[config.mk]
export PLATFORM = sky130hd
export DESIGN_NAME = zprize_red_seq
export DESIGN_NICKNAME = d
export VERILOG_FILES = /design/src/rtl/zprize_red_pkg.sv /design/src/rtl/zprize_red_step.sv /design/src/rtl/zprize_red_seq.sv
export SDC_FILE = /design/constraint.sdc
export NUM_CORES = 2
export LEC_CHECK = 0
export ABC_AREA = 0
export ABC_CLOCK_PERIOD_IN_PS = 11500
export CAP_MARGIN = 25
export CORE_AREA = 2 2 473 475
export CTS_CLUSTER_DIAMETER = 40
export DETAILED_ROUTE_END_ITERATION = 7
export DIE_AREA = 0 0 475 477
export GPL_TIMING_DRIVEN = 0
export PLACE_DENSITY = 0.72
export SKIP_CTS_REPAIR_TIMING = 1
export SLEW_MARGIN = 20
export SYNTH_ARGS = -nofsm -noshare
export SYNTH_HDL_FRONTEND = slang
export SYNTH_SLANG_ARGS = --single-unit
[constraint.sdc]
create_clock -name clk -period 11.5 [get_ports clk]
set_input_delay 2.3 -clock clk [delete_from_list [all_inputs] [get_ports clk]]
set_output_delay 2.3 -clock clk [all_outputs]
set_load 0.01 [all_outputs]
[src/rtl/zprize_red_pkg.sv]
// Shared types and constants for the bit-serial modular reducer.
package zprize_red_pkg;

    typedef enum logic [1:0] {
        IDLE = 2'd0,
        RUN  = 2'd1,
        DONE = 2'd2
    } red_state_e;

    localparam int DEFAULT_W = 384;
    localparam int DEFAULT_M = 32;
    localparam int CNT_W     = $clog2(2 * DEFAULT_W);

    // BLS12-381 base field modulus.
    localparam logic [DEFAULT_W-1:0] DEFAULT_P =
        384'h1A0111EA397FE69A4B1BA7B6434BACD764774B84F38512BF6730D2A0F6B0F6241EABFFFEB153FFFFB9FEFFFFFFFFAAAB;

    function automatic int cnt_width(input int w);
        return $clog2(2 * w);
    endfunction

endpackage

[src/rtl/zprize_red_step.sv]
// One restoring-reduction step: shift one input bit into r, subtract P once if needed.
module zprize_red_step
    import zprize_red_pkg::*;
#(
    parameter int            W = DEFAULT_W,
    parameter logic [W-1:0]  P = W'(DEFAULT_P)
) (
    input  logic [W-1:0] r_i,
    input  logic         bit_i,
    output logic [W-1:0] r_o
);

    localparam logic [W:0] PExt = {1'b0, P};

    logic [W:0]   t;
    logic [W-1:0] diffLow;

    // r_i < P guarantees t - P < 2^W, so the low W bits of the difference are exact.
    always_comb begin
        t       = {r_i, bit_i};
        diffLow = t[W-1:0] - P;
        r_o     = (t >= PExt) ? diffLow : t[W-1:0];
    end

endmodule

[src/rtl/zprize_red_seq.sv]
// Sequential modular reducer: consumes a 2W-bit product MSB first, one bit per cycle,
// and returns the product mod P with its metadata through a valid/ready handshake.
module zprize_red_seq
    import zprize_red_pkg::*;
#(
    parameter int            W = DEFAULT_W,
    parameter logic [W-1:0]  P = W'(DEFAULT_P),
    parameter int            M = DEFAULT_M
) (
    input  logic             clk,
    input  logic             rst,
    input  logic             in_valid,
    output logic             in_ready,
    input  logic [2*W-1:0]   in0,
    input  logic [M-1:0]     m_i,
    output logic             out_valid,
    input  logic             out_ready,
    output logic [W-1:0]     out0,
    output logic [M-1:0]     m_o
);

    localparam int             CntW    = cnt_width(W);
    localparam logic [CntW-1:0] CntLoad = CntW'(2 * W - 2);

    red_state_e      state_q, state_d;
    logic [2*W-1:0]  x_q, x_d;
    logic [W-1:0]    r_q, r_d;
    logic [CntW-1:0] cnt_q, cnt_d;
    logic [M-1:0]    mHold_q, mHold_d;
    logic [W-1:0]    res_q, res_d;
    logic [M-1:0]    mOut_q, mOut_d;
    logic            valid_q, valid_d;

    logic [W-1:0]    rStep;
    logic            loadOp;

    zprize_red_step #(
        .W (W),
        .P (P)
    ) u_step (
        .r_i   (r_q),
        .bit_i (x_q[2*W-1]),
        .r_o   (rStep)
    );

    assign in_ready  = (state_q == IDLE) || ((state_q == DONE) && out_ready);
    assign loadOp    = in_valid && in_ready;
    assign out_valid = valid_q;
    assign out0      = res_q;
    assign m_o       = mOut_q;

    // The first step runs in the accept cycle (r starts at 0, so it is just the MSB),
    // which keeps latency at 2W cycles and lets DONE overlap the next accept.
    always_comb begin
        state_d = state_q;
        x_d     = x_q;
        r_d     = r_q;
        cnt_d   = cnt_q;
        mHold_d = mHold_q;
        res_d   = res_q;
        mOut_d  = mOut_q;
        valid_d = valid_q;

        case (state_q)
            IDLE: ;
            RUN: begin
                r_d = rStep;
                x_d = x_q << 1;
                if (cnt_q == '0) begin
                    state_d = DONE;
                    valid_d = 1'b1;
                    res_d   = rStep;
                    mOut_d  = mHold_q;
                end else begin
                    cnt_d = cnt_q - 1'b1;
                end
            end
            DONE: begin
                if (out_ready) begin
                    valid_d = 1'b0;
                    state_d = IDLE;
                end
            end
            default: state_d = IDLE;
        endcase

        if (loadOp) begin
            state_d = RUN;
            x_d     = {in0[2*W-2:0], 1'b0};
            r_d     = {{(W-1){1'b0}}, in0[2*W-1]};
            cnt_d   = CntLoad;
            mHold_d = m_i;
        end
    end

    always_ff @(posedge clk or negedge rst) begin
        if (!rst) begin
            state_q <= IDLE;
            x_q     <= '0;
            r_q     <= '0;
            cnt_q   <= '0;
            mHold_q <= '0;
            res_q   <= '0;
            mOut_q  <= '0;
            valid_q <= 1'b0;
        end else begin
            state_q <= state_d;
            x_q     <= x_d;
            r_q     <= r_d;
            cnt_q   <= cnt_d;
            mHold_q <= mHold_d;
            res_q   <= res_d;
            mOut_q  <= mOut_d;
            valid_q <= valid_d;
        end
    end

endmodule

==> reports/results.ini <==
[status]
outcome = finished with violations
violations = DRC

[logic_synthesis]
syn-instance-count = 10700
yosysSeqAreaShare_pct = 47.4
synth_warnings = 0
synth_seq_cells = 1612
netlist_area_um2 = 85100
synth_edf_count = 0
syn-num-nets = 11500
synth_top_flop_cell = dfrtp_1
synth_cell_types = 92
syn_area_per_cell_um2 = 7.98
synthArstFlopShare_pct = 100

[sta]
slew_headroom_pct = 17.3
max_freq_mhz = 129
fin_setup_tns_ns = 0
hold_violations = 0
period_minus_slack_ns = 7.73
setup_viol = 0
fin_crit_sh_pct = 67.2
worstMarginPinSlew_ns = 1.24
finClkSkew_ns = 0.107
grt_setup_unrepaired = no
slew_violations = 0

[layout]
multi_input_area_um2 = 41400
instances_no_fill = 15500
final_common_cell = nand2_1
syn2layout_area_growth_pct = 31.0
post-route-util_pct = 50.4
drive_gt1_share_pct = 5.67
num-fill-cells = 21300
final_cell_mix = nand2_1, dfrtp_1, clkdlybuf4s50_1
seqCellArea_um2 = 40300
nNetsFinal = 13000

[floorplan]
start_util_pct = 38.4
die_h_um = 477
core_area_um2 = 221000
num_rows = 173
num_io_pins = 1222
dieArea_um2 = 227000
dieWidth_um = 475

[placed_design]
dpl.hpwl_um = 336000
place_inst = 14900
numPortBuffers = 1221
globalplace.congestion = 1.06

[routing]
drt_iter0_markers = 10400
first_pass_iters = 8
vias = 90300
drc = 1
routed_wl_um = 426000
ant_nets = 0
vias_per_cell = 5.83
wl_per_cell_um = 27.5

[hold_path]
hold_path.class = reg2reg
min_path_cells = 2

[worst_setup_path]
worst_setup_path_end_kind = register
cp-start-kind = register
crit_fanout = 10
arrival_ns = 8.46
worst_ep_required_time_ns = 12.24
rr_worst_depth = 14
worstSetupPathType = reg2reg

[clock_tree]
clk_pin_slew_ns = 0.06
cts-root-buf = clkbuf_16
cts_buffers = 281
htreeDepth = 5
ctsLongestPathBuffers = 4
clk_latency_ns = 0.96
clkSinkCount = 1612
cts_tree = yes

[grt]
grtUsageTotal_pct = 36.3
antenna_found_initial = 155
grt_max_degree = 144
overflow = 0
grt_pass1_wl_um = 603000
grt_pass1_vias = 86300

[power]
leakage_nw = 45.4
power_density_nw_per_um2 = 263
ir_drop_uv = 184

[job]
max_cap_viol_count = 0

-- state kept, by name, indices dropped and copies added (netlist names) --
register / count
cnt_q: 10
mHold_q: 32
m_o: 32
out0: 384
out_valid: 1
r_q: 384
state_q: 2
x_q: 767
-- Yosys cell counts, types with 32 or more instances --
cell type | number | area, µm²
a211oi_1 | 35 | 263
a21o_1 | 48 | 360
a21oi_1 | 261 | 1310
a22oi_1 | 57 | 428
a31oi_1 | 769 | 4810
and2_1 | 51 | 319
and3_1 | 65 | 407
buf_2 | 51 | 255
clkbuf_1 | 750 | 2820
dfrtp_1 | 1612 | 40300
inv_1 | 68 | 255
nand2_1 | 2868 | 10800
nand2b_1 | 51 | 319
nand3_1 | 276 | 1380
nand4_1 | 113 | 707
nor2_1 | 1148 | 4310
nor2b_1 | 47 | 294
nor3_1 | 171 | 856
nor4_1 | 98 | 613
o211ai_1 | 49 | 368
o21a_1 | 32 | 240
o21ai_0 | 980 | 4900
or2_2 | 47 | 294
or3_1 | 61 | 382
or4_1 | 45 | 338
xnor2_1 | 213 | 1870
xor2_1 | 172 | 1510
-- cell type report --
class                   instances  share of cell area, %
diodes                        100                  0.224
plain buffers                 828                   2.88
multi-input cells            8153                   37.1
clock buffers                 335                   6.79
clock inverters               153                   1.75
flip-flops and latches       1612                   36.2
repair buffers               1257                   11.5
inverters                      69                  0.232
well taps                    2975                   3.34
-- cell families after synthesis --
logic type | share of synthesized area (%)
simple gates | 26.8
buf+inv | 4.03
xor+xnor | 3.96
flops | 47.4
mux | 0.0250
fa+ha+maj | 0.0294
compound gates | 17.7
-- critical path, cell delays in order (launching register included) --
cell      delay, ns
dfrtp_1        0.36
clkbuf_1       0.26
nor4_2         0.96
nand2_1        0.49
nor4_1         0.78
nand4b_1       0.33
or3_1          0.47
o21a_1         0.28
nand4_1        0.37
buf_2          0.46
buf_2          0.67
buf_2          0.74
o211ai_1       0.21
xor2_1         0.92
o21ai_0        0.19
-- layer usage --
layer  GRT usage, %  share of wire [%]
met1           44.3                 38
met2           55.9                 45
met3           9.73                9.6
met4           24.9                7.6
met5              0               0.13
-- power by group --
group	switching [W]	total (W)	internal (W)
registers	0.00147	0.00923	0.00776
clock network	0.00312	0.00855	0.00543
logic	0.00799	0.0116	0.00358
total	0.0126	0.0294	0.0168
-- stage by stage --
step	power (W)	hold WS (ns)	cell area, µm²	setup WS [ns]
global placement	0.0203	0.447	101000	-66.87
CTS	0.0289	0.465	111000	4.29
finish	0.0294	0.457	112000	3.77
detailed placement	0.0203	0.448	102000	4.31
global route	0.0306	0.486	111000	3.97
floorplan	0.0156	0.439	85100	6.59
-- worst paths after layout --
kind / start / endpoint / slack [ns]
max: r_q[213] / r_q[314] / 3.77
min: x_q[468] / x_q[469] / 0.46
max reg2reg: r_q[213] / r_q[314] / 3.77
min reg2reg: x_q[468] / x_q[469] / 0.46
max in group asynchronous: rst / x_q[644] / 7.30
min in group asynchronous: rst / r_q[142] / 1.19
Power figures use the tool's default switching activity.
